## src/rtl/mod_counter_pkg.sv

```systemverilog
// Shared types and helpers for the modulo up/down counter and its prescaler.
package mod_counter_pkg;

    localparam int PSC_W = 8;

    typedef enum logic {
        DIR_DOWN = 1'b0,
        DIR_UP   = 1'b1
    } dir_t;

    // Out-of-range load values saturate to the top of the count range.
    function automatic logic [32:0] clamp_load(input logic [32:0] val, input logic [32:0] modulus);
        return (val >= modulus) ? (modulus - 33'd1) : val;
    endfunction

endpackage

```

## src/rtl/mod_counter_prescaler.sv

```systemverilog
// Clock-enable prescaler: emits one tick every PRESCALE enabled cycles.
module mod_counter_prescaler
    import mod_counter_pkg::*;
#(
    parameter int PRESCALE = 1
) (
    input  logic clk,
    input  logic rst,
    input  logic en,
    input  logic clr,
    output logic tick
);

    localparam logic [PSC_W-1:0] PSC_MAX = PSC_W'(PRESCALE - 1);

    logic [PSC_W-1:0] psc_q, psc_d;

    assign tick = en && (psc_q == PSC_MAX);

    always_comb begin
        psc_d = psc_q;
        if (clr || tick) psc_d = '0;
        else if (en)     psc_d = psc_q + PSC_W'(1);
    end

    always_ff @(posedge clk) begin
        if (rst) psc_q <= '0;
        else     psc_q <= psc_d;
    end

endmodule

```

## src/rtl/mod_counter.sv

```systemverilog
// Parametrised modulo up/down counter with prescaler, load, tc pulse and sticky ovf.
// Optional capture register enabled by defining MOD_COUNTER_CAPTURE_EN.
module mod_counter
    import mod_counter_pkg::*;
#(
    parameter int     WIDTH    = 3,
    parameter longint MODULUS  = 8,
    parameter int     PRESCALE = 1,
    parameter longint RST_VAL  = 0
) (
    input  logic             clk,
    input  logic             rst,
    input  logic             en,
    input  logic             up,
    input  logic             load,
    input  logic [WIDTH-1:0] load_val,
    input  logic             ovf_clr,
`ifdef MOD_COUNTER_CAPTURE_EN
    input  logic             cap,
    output logic [WIDTH-1:0] cap_val,
`endif
    output logic [WIDTH-1:0] cnt,
    output logic             tc,
    output logic             ovf
);

    if (WIDTH < 1 || WIDTH > 32) begin : g_chk_width
        $error("mod_counter: WIDTH must be 1..32");
    end
    if (MODULUS < 2 || MODULUS > (64'sd1 <<< WIDTH)) begin : g_chk_mod
        $error("mod_counter: MODULUS must be 2..2^WIDTH");
    end
    if (RST_VAL < 0 || RST_VAL >= MODULUS) begin : g_chk_rst
        $error("mod_counter: RST_VAL must be < MODULUS");
    end
    if (PRESCALE < 1 || PRESCALE > 256) begin : g_chk_psc
        $error("mod_counter: PRESCALE must be 1..256");
    end

    // One extra bit so cnt+1 at the top of a full-width range cannot alias.
    localparam logic [WIDTH:0]   MAX_V = (WIDTH+1)'(MODULUS - 1);
    localparam logic [WIDTH:0]   ONE_V = (WIDTH+1)'(1);
    localparam logic [WIDTH-1:0] RST_V = WIDTH'(RST_VAL);

    logic [WIDTH-1:0] cnt_q, cnt_d;
    logic             tc_q, tc_d;
    logic             ovf_q, ovf_d;
    logic [WIDTH:0]   cnt_ext, step_v;
    logic [WIDTH-1:0] load_clamped;
    logic             wrap;
    logic             tick;
    dir_t             dir;

    mod_counter_prescaler #(.PRESCALE(PRESCALE)) u_psc (
        .clk  (clk),
        .rst  (rst),
        .en   (en),
        .clr  (load),
        .tick (tick)
    );

    assign dir          = dir_t'(up);
    assign cnt_ext      = {1'b0, cnt_q};
    assign load_clamped = WIDTH'(clamp_load(33'(load_val), 33'(MODULUS)));

    always_comb begin
        wrap   = 1'b0;
        step_v = cnt_ext;
        if (dir == DIR_UP) begin
            wrap   = (cnt_ext == MAX_V);
            step_v = wrap ? '0 : (cnt_ext + ONE_V);
        end else begin
            wrap   = (cnt_q == '0);
            step_v = wrap ? MAX_V : (cnt_ext - ONE_V);
        end
    end

    // Load beats step; ovf_clr applies regardless, but a wrap re-sets ovf.
    always_comb begin
        cnt_d = cnt_q;
        tc_d  = 1'b0;
        ovf_d = ovf_q & ~ovf_clr;
        if (load) begin
            cnt_d = load_clamped;
        end else if (tick) begin
            cnt_d = WIDTH'(step_v);
            tc_d  = wrap;
            if (wrap) ovf_d = 1'b1;
        end
    end

    always_ff @(posedge clk) begin
        if (rst) begin
            cnt_q <= RST_V;
            tc_q  <= 1'b0;
            ovf_q <= 1'b0;
        end else begin
            cnt_q <= cnt_d;
            tc_q  <= tc_d;
            ovf_q <= ovf_d;
        end
    end

    assign cnt = cnt_q;
    assign tc  = tc_q;
    assign ovf = ovf_q;

`ifdef MOD_COUNTER_CAPTURE_EN
    logic [WIDTH-1:0] cap_q, cap_d;

    always_comb begin
        cap_d = cap_q;
        if (cap) cap_d = cnt_q;
    end

    always_ff @(posedge clk) begin
        if (rst) cap_q <= RST_V;
        else     cap_q <= cap_d;
    end

    assign cap_val = cap_q;
`endif

endmodule

```

## config.mk

```make
export PLATFORM = sky130hd
export DESIGN_NAME = mod_counter
export DESIGN_NICKNAME = d
export VERILOG_FILES = /design/src/rtl/mod_counter_pkg.sv /design/src/rtl/mod_counter_prescaler.sv /design/src/rtl/mod_counter.sv
export SDC_FILE = /design/constraint.sdc
export NUM_CORES = 1
export LEC_CHECK = 0
export CAP_MARGIN = 10
export CORE_MARGIN = 5
export CORE_UTILIZATION = 42
export DETAILED_ROUTE_END_ITERATION = 8
export PLACE_DENSITY = 0.67
export SYNTH_ARGS = -nofsm -noshare
export SYNTH_HDL_FRONTEND = slang
export SYNTH_HIERARCHICAL = 1
export SYNTH_SLANG_ARGS = --single-unit
```

## constraint.sdc

```tcl
create_clock -name clk -period 1.8 [get_ports clk]
set_input_delay 0.27 -clock clk [delete_from_list [all_inputs] [get_ports clk]]
set_output_delay 0.27 -clock clk [all_outputs]
set_load 0.05 [all_outputs]
```

After elaboration in Yosys (flattened, before gate mapping)
Cells that the tools add are included.
Storage, ports and cells
  register bits after elaboration: 13
  input bits: 9
  output and inout port bits: 5
  word-level logic and storage cells: 27
Cells by class
  add/sub/neg operators: 3
  eq/ne operators: 1
  muxes and demuxes: 9
  bitwise operators: 3
  reduce and logical (&&, ||, !) cells: 7
Operators with widths (count)
  $mux 3: 5
  $add 8x1->8 const B: 1
  $logic_not 8->1: 1
  $mux 1: 4
  $add 3x1->3 const B: 1
  $eq 3x3->1 const B: 1
  $logic_not 3->1: 1
  $reduce_or 3->1: 1
  $sub 3x1->3 const B: 1
  $not 1->1: 2
  $reduce_bool 2->1: 1
  $reduce_or 2->1: 1
  $and 1x1->1: 1
  $logic_and 1x1->1: 1
  $logic_or 1x1->1: 1

Depth between registers and ports, before layout
Gate-level depths: netlist (run 1).
  depth after elaboration: 5
  mapped depth: 7
  gate-level depth less buffers: 7

Modules after synthesis
The synthesis (run 1) kept the hierarchy.
By module, submodules not included
  mod_counter_prescaler: times used 1, cells an instance 44, area an instance 405.4 µm², seq. area each 160.2 µm²
  mod_counter: times used 1, cells an instance 35, area an instance 291.5 µm², seq. area each 100.1 µm²

Least setup slack after synthesis (run 1)
Ideal clock, no wire load.
  path kind: reg2reg
  start: register cnt_q[0] (netlist: cnt[0])
  end: register cnt_q[2] (netlist: cnt[2])
  setup time: 0.125 ns
  data arrival time: 1.540 ns
  required time: 1.675 ns
  setup slack: 0.136 ns
  stages on the path, launching flop included: 7
  path buffers: 0
  period minus slack after synthesis: 1.664 ns
  cell sequence: dfxtp_1 -> inv_1 -> ha_1 -> ha_1 -> nor2_1 -> a211oi_1 -> o21ai_0
Between the ends
  cells in the longest elaborated chain, start to end: 5
  elaborated cells between the ends (all ways): 9
  classes of those cells: 2 x add/sub; 1 x eq/ne; 5 x mux; 1 x reduce/logical
Ends and longest elaborated chain
  start: declaration: RTL line mod_counter.sv:45  | logic [WIDTH-1:0] cnt_q, cnt_d;
  start signal: assignment: RTL line mod_counter.sv:98  | cnt_q <= cnt_d;
  $sub 3x1->3 (tied with other cells): RTL line mod_counter.sv:74  | step_v = wrap ? MAX_V : (cnt_ext - ONE_V);
  $mux 3 (on tied branches): RTL line mod_counter.sv:74, mod_counter.sv:71
  $mux 3 *: RTL line mod_counter.sv:69  | if (dir == DIR_UP) begin
  $mux 3 *: RTL line mod_counter.sv:85  | end else if (tick) begin
  $mux 3 *: RTL line mod_counter.sv:83  | if (load) begin
Mark *: on every way between the ends. The rest lies on a longest branch, timed or not. The select of a mux whose other input is x is not followed.
A chain may end at the register's enable or synchronous reset.

Final worst setup path (run 1)
  start: register ovf_q (netlist: ovf)
  end: output ovf
RTL lines
  start: declaration: RTL line mod_counter.sv:47  | logic ovf_q, ovf_d;
  start signal: assignment: RTL line mod_counter.sv:100  | ovf_q <= ovf_d;
  end: declaration: RTL line mod_counter.sv:24  | output logic ovf
No word-level cell between the ends.

==> run_results.csv, run 1 <==
group,metric,value,unit
status,status,"complete, no violations",
timing,relSlewSlack,66.8,%
detailed_routing,wirelength,1.52,mm
detailed_routing,ant_nets,0,
yosys,ys_seq_area_share,37.3,%
cts,cts_setup_buffers,0,
cts,root_buffer,"clkbuf_4",
final_layout,fillers,144,
floorplanning,die_h,50.7,um
setup_path,reg2reg_slack,0.23,ns
global_route,grt_max_degree,9,
cts,cts_buffers,3,
setup_path,cp-end-kind,"primary output",
power,max-vdd-ir-drop,570,uV
global_route,grt_usage,13.1,%
timing,fin_crit,1.67,ns
setup_path,slowest_delay,0.80,ns
timing,rsz0062_at_grt,"false",
detailed_routing,via_per_inst,5.38,
setup_path,crit_buf_inv,1,
setup_path,path_cells,"clkdlybuf4s50_1",
floorplanning,start_util,45.2,%
min_path,hold_class,"register to register",
final_layout,fin_nets,115,
final_layout,diodes,0,
placement,port_buffers,13,
power,leakage,0.000343,uW
yosys,synth_nets,94,
detailed_routing,drt-initial-drc-count,3,
setup_path,worstPathArrival,1.40,ns
floorplanning,core.rowCount,14,
setup_path,r2r_end,"cnt[1]",
cts,cts_buffer_depth,2,
timing,fin_crit_sh,92.8,%
yosys,synthCells,79,
yosys,netlist_area,697,um^2
detailed_routing,drc,0,
final_layout,drive_above_1_share,17.2,%
timing,hold_violations,0,
yosys,synth_area_per_cell,8.82,um^2
timing,fin_worst_skew,0.00411,ns
final_layout,post-route-util,57.9,%
detailed_routing,vias,619,
global_route,grt_pass1_wl,2.51,mm
floorplanning,die_area,2570,um^2
cts,cts.clk_slew.worst_paths,0.07,ns
yosys,ys_warn_count,6,
timing,slew_violations,0,
timing,final.setup.tns,0,ns
yosys,yosysTopAreaCellShare,37.3,%
detailed_routing,drt-wirelength-per-cell,13.2,um
setup_path,r2r-start,"u_psc/psc_q[1]",
floorplanning,ioPinCount,14,
power,power_density,677,nW/um^2
setup_path,path_max_fanout,2,
setup_path,cp.required,1.53,ns
global_route,overflow,0,
placement,gp_congestion,0.833,
placement,detailed_place.area,858,um^2
yosys,yosys-top-cells-area,"dfxtp_1 (37%), ha_1 (11%), inv_1 (4.8%)",
timing,setup-violations-final,0,
placement,hpwl,1.12,mm
setup_path,crit_path_start_kind,"register",
yosys,synth_top_area_cell,"dfxtp_1",
timing,tightest_slew,0.496,ns
job,maxCapViolCount,0,
setup_path,worst-setup-path-type,"register to primary output",
setup_path,cp_slowest_cell,"clkdlybuf4s50_1",
setup_path,cp-startpoint,"ovf",
cts,clk_latency,0.28,ns
yosys,ys_ff_latch,13,
cts,cts.sinks,13,
final_layout,fin_area,892,um^2
yosys,synth.distinct_cells,27,
cts,h-tree-depth,1,
detailed_routing,first_pass_iters,4,
setup_path,ff2ff_path_depth,7,
setup_path,crit_end,"ovf",
setup_path,crit_family,"buffers and inverters",
floorplanning,die_w,50.7,um
floorplanning,core-area,1540,um^2
global_route,antenna_found_initial,0,
cts,cts_tree,"done",
timing,fmax,599,MHz
global_route,grt_pass1_vias,580,
final_layout,area_delta_synth_final,28.0,%
setup_path,cp.depth,1,
## power breakdown
group | switching (uW) | leakage (uW) | internal [uW]
Sequential | 7.63 | 0.000106 | 295
Combinational | 66.6 | 0.000223 | 54.4
Clock | 93.9 | 0.0000150 | 86.1
Total | 168 | 0.000343 | 436
## cells by family after synthesis
family | Yosys count | synth area share, %
simple gates | 26 | 19.2
flops | 13 | 37.3
xor+xnor | 5 | 6.28
compound gates | 18 | 18.5
buf+inv | 10 | 6.46
fa+ha+maj | 6 | 10.8
mux | 1 | 1.44
## worst min-delay path: stages (launching register included)
cell and delay, ns:
dfxtp_1 0.31, inv_1 0.05, o32ai_1 0.07
## how the worst min path moves through the flow
stage	depth (start not counted)	slack, ns	startpoint	endpoint
6_report	2	0.47	ovf	ovf
2_1_floorplan	1	0.35	rst	cnt[1]
5_1_grt	2	0.50	ovf	ovf
4_1_cts	2	0.47	ovf	ovf
3_5_place_dp	2	0.46	ovf	ovf
3_3_place_gp	2	0.46	ovf	ovf
## area by class of cell
type	count	area, um^2	area share [%]
timing repair buffer	17	153	17.1
inverter	9	33.8	3.79
tap	16	20.0	2.24
multi-input combinational	56	399	44.7
sequential	13	260	29.2
clock buffer	4	26.3	2.95
## registers in the layout, indices dropped and copies added, names as in the netlist
register,count
ovf,1
u_psc/psc_q,8
tc,1
cnt,3
## cells in the mapped netlist
library cell / n
nor2_1: 9
or4_4: 1
a21boi_1: 1
o21ai_0: 4
ha_1: 6
a221oi_1: 1
nand2_1: 6
o31ai_1: 1
buf_6: 1
xor2_1: 3
inv_1: 9
o31a_1: 1
a21oi_1: 3
nor2b_1: 1
and3_1: 1
nand4_1: 3
nand2b_1: 1
xnor2_1: 2
dfxtp_1: 13
a21oi_2: 3
nand3b_1: 1
or3_1: 2
a311o_2: 1
o32ai_1: 1
a211oi_1: 2
nor4b_1: 1
mux2i_1: 1
## through the flow
stage	hold slack, ns	total power, uW	setup WS, ns	std cells
6_report	0.472	604	0.130	115
3_3_place_gp	0.461	429	0.154	111
4_1_cts	0.474	614	0.114	115
2_1_floorplan	0.349	382	0.136	79
3_5_place_dp	0.463	429	0.113	111
5_1_grt	0.500	640	0.0657	115
## per-layer routing
layer  vias to the layer above  part of all wire (%)  track usage, %
met4                         0                   4.2            11.1
li1                        316                     -               -
met3                         7                   5.7            5.62
met1                       282                    44            13.6
met2                        14                    46            19.8
met5                         -                     0               0
## layout by cell type (no fill, tap or decap), drive strengths merged
master / n
buf: 7
o31a: 1
ha: 6
nor4b: 1
or4: 1
nor2: 9
clkdlybuf4s50: 10
o32ai: 1
a21boi: 1
a211oi: 2
clkbuf: 4
nor2b: 1
a311o: 1
xor2: 3
nand2b: 1
o31ai: 1
a221oi: 1
mux2i: 1
and3: 1
dfxtp: 13
nand4: 3
nand2: 6
o21ai: 4
a21oi: 6
nand3b: 1
or3: 2
xnor2: 2
inv: 9
## timing repair
action	CTS	global route
hold buffers	0	0
resized for setup	0	2
endpoints found under the setup margin	0	2
Note: power is estimated with default switching activity, not from simulation.
==> run 2: changes to the inputs <==
--- a/config.mk
+++ b/config.mk
@@ -9,7 +9,7 @@
 export CORE_MARGIN = 5
 export CORE_UTILIZATION = 42
 export DETAILED_ROUTE_END_ITERATION = 8
-export PLACE_DENSITY = 0.67
+export DONT_BUFFER_PORTS = 1
 export SYNTH_ARGS = -nofsm -noshare
 export SYNTH_HDL_FRONTEND = slang
 export SYNTH_HIERARCHICAL = 1
==> run 2 against run 1 <==
  * Global-route usage shrank 1.6 points
  * Sequential power grew 2%
  * Flip-flop and latch count is the same
  * Critical path depth grew 6
  * Clock-buffer cell count is the same
  * Utilization shrank 8.5 points
  * Sequential share of layout area grew 5.0 points
  * Clock skew shrank 0.0036 ns
  * Via count shrank 7.1%
==> run_results.csv, run 2 (synthesis results as in run 1) <==
group,metric,value,unit
setup_path,path_max_fanout,5,
placement,placedCellCount,97,
final_layout,largest_reg_flops,8,
power,comb_power_share,14.7,%
power,max-vdd-ir-drop,389,uV
final_layout,fillers,154,
status,status,"complete, no violations",
placement,port_buffers,0,
final_layout,multiInputGateArea,398,um^2
cts,cts_tree,"done",
detailed_routing,routed.top_layer,"met4",
power,leakage,0.000286,uW
setup_path,path_cells,"inv_1 > ha_1 > nor4b_2 > and3_1 > inv_1 > a211oi_1 > o31a_1",
detailed_routing,vias,575,
final_layout,diodes,0,
timing,tightest_slew,0.498,ns
detailed_routing,wl_met1,588,um
detailed_routing,ant_nets,0,
detailed_routing,first_pass_iters,4,
cts,cts.sinks,13,
power,netSwitchingPower,150,uW
floorplanning,die_area,2570,um^2
floorplanning,die_h,50.7,um
global_route,grt_max_degree,9,
timing,fmax,632,MHz
floorplanning,die_w,50.7,um
placement,hpwl,1.01,mm
floorplanning,start_util,45.2,%
setup_path,slowest_delay,0.36,ns
timing,hold_violations,0,
setup_path,cp.required,2.02,ns
setup_path,crit_path_start_kind,"register",
power,clkPwrFrac,30.7,%
global_route,grt_usage,11.5,%
setup_path,worst-setup-path-type,"register to register",
final_layout,post-route-util,49.4,%
detailed_routing,wl_met2,640,um
cts,h-tree-depth,1,
timing,final.setup.tns,0,ns
floorplanning,ioPinCount,14,
final_layout,area_delta_synth_final,9.16,%
final_layout,ff_latch_area,260,um^2
timing,fin_crit,1.58,ns
power,power_density,743,nW/um^2
final_layout,final_common_cell,"dfxtp_1",
final_layout,fin_nets,101,
cts,root_buffer,"clkbuf_4",
detailed_routing,dr_wl_met3,106,um
detailed_routing,drc,0,
global_route,grt_pass1_wl,2.30,mm
detailed_routing,wirelength,1.35,mm
min_path,hold_class,"input port to register",
floorplanning,core-area,1540,um^2
final_layout,final_cell_mix,"dfxtp_1 (13), inv_1 (9), nor2_1 (9)",
timing,rsz0062_at_grt,"false",
global_route,antenna_found_initial,0,
timing,fin_worst_skew,0.000550,ns
global_route,overflow,0,
timing,fin_crit_sh,87.9,%
cts,cts_buffer_depth,2,
floorplanning,core.rowCount,14,
job,maxCapViolCount,0,
final_layout,drive_above_1_share,14.1,%
setup_path,worstPathArrival,1.80,ns
detailed_routing,via_per_inst,5.69,
timing,relSlewSlack,66.7,%
setup_path,cp-end-kind,"register",
power,intPower,415,uW
detailed_routing,drt-wirelength-per-cell,13.4,um
cts,cts.clk_slew.worst_paths,0.07,ns
final_layout,regMostFlops,"u_psc/psc_q",
timing,setup-violations-final,0,
global_route,grt_pass1_vias,551,
final_layout,finalNonFillerCells,101,
cts,clk_latency,0.27,ns
setup_path,cp_slowest_cell,"dfxtp_1",
placement,gp_congestion,0.866,
power,sequentialPowerShare,54.6,%
power,switching_share,26.6,%
setup_path,crit_top_cell,"inv_1",
cts,cts_buffers,3,
timing,slew_violations,0,
detailed_routing,drt-initial-drc-count,26,
-- run 2: cell count changes in the layout (fill, tap and decap cells not counted) --
| cell | previous run | this run |
|---|---|---|
| clkdlybuf4s50_1 | 10 | 0 |
| buf_4 | 7 | 3 |
| and3_1 | 0 | 1 |
| and3_2 | 1 | 0 |
-- run 2: critical path, delay by kind of cell (launching register included) --
kind | cells | cell delay, ns
buffers and inverters | 2 | 0.17
and+or+nand+nor | 2 | 0.50
AOI/OAI and AO/OA | 2 | 0.37
adders and majority gates | 1 | 0.13
DFF | 1 | 0.36
-- run 2: stage by stage --
| stage | setup WS (ns) | area (um^2) | hold slack [ns] | total power, uW |
|---|---|---|---|---|
| global placement | 0.201 | 728 | 0.354 | 398 |
| CTS | 0.128 | 754 | 0.0653 | 575 |
| global route | 0.0744 | 761 | 0.0588 | 597 |
| floorplan | 0.136 | 697 | 0.349 | 382 |
| detailed placement | 0.193 | 728 | 0.356 | 398 |
| finish | 0.217 | 761 | 0.0710 | 565 |
-- run 2: power by group through the flow --
stage                     clock network, uW  registers, uW  logic [uW]
after CTS                               183            308        83.8
after global routing                    194            310        93.4
final                                   174            308        83.2
after floorplan                           0            333        49.5
after detailed placement                  0            315        83.1
after global placement                    0            315        83.3
-- run 2: final timing paths --
kind,from,endpoint,slack [ns],cells past startpoint
worst max-delay path,u_psc/psc_q[0],cnt[0],0.22,7
worst min register to register,u_psc/psc_q[7],u_psc/psc_q[7],0.51,2
worst min-delay path,rst,cnt[1],0.07,1
worst max register to register,u_psc/psc_q[0],cnt[0],0.22,7
-- run 2: what timing repair did --
item                       CTS  global route
hold endpoints to repair     0             0
buffers inserted             0             0
hold buffers                 0             0
resized for setup            0             1
setup endpoints to repair    0             2
-- run 2: final cells by class --
cell class                      instances  share of cell area, %
Sequential cell                        13                   34.2
Inverter                                9                   4.44
Timing Repair Buffer                    3                   2.96
Tap cell                               16                   2.63
Clock buffer                            4                   3.45
Multi-Input combinational cell         56                   52.3
-- run 2: metal layers --
layer / vias to the layer above / global-route usage, %
met1: 270 / 14.1
met4: 0 / 3.83
met2: 14 / 16.9
met5: - / 0
li1: 289 / -
met3: 2 / 6.21
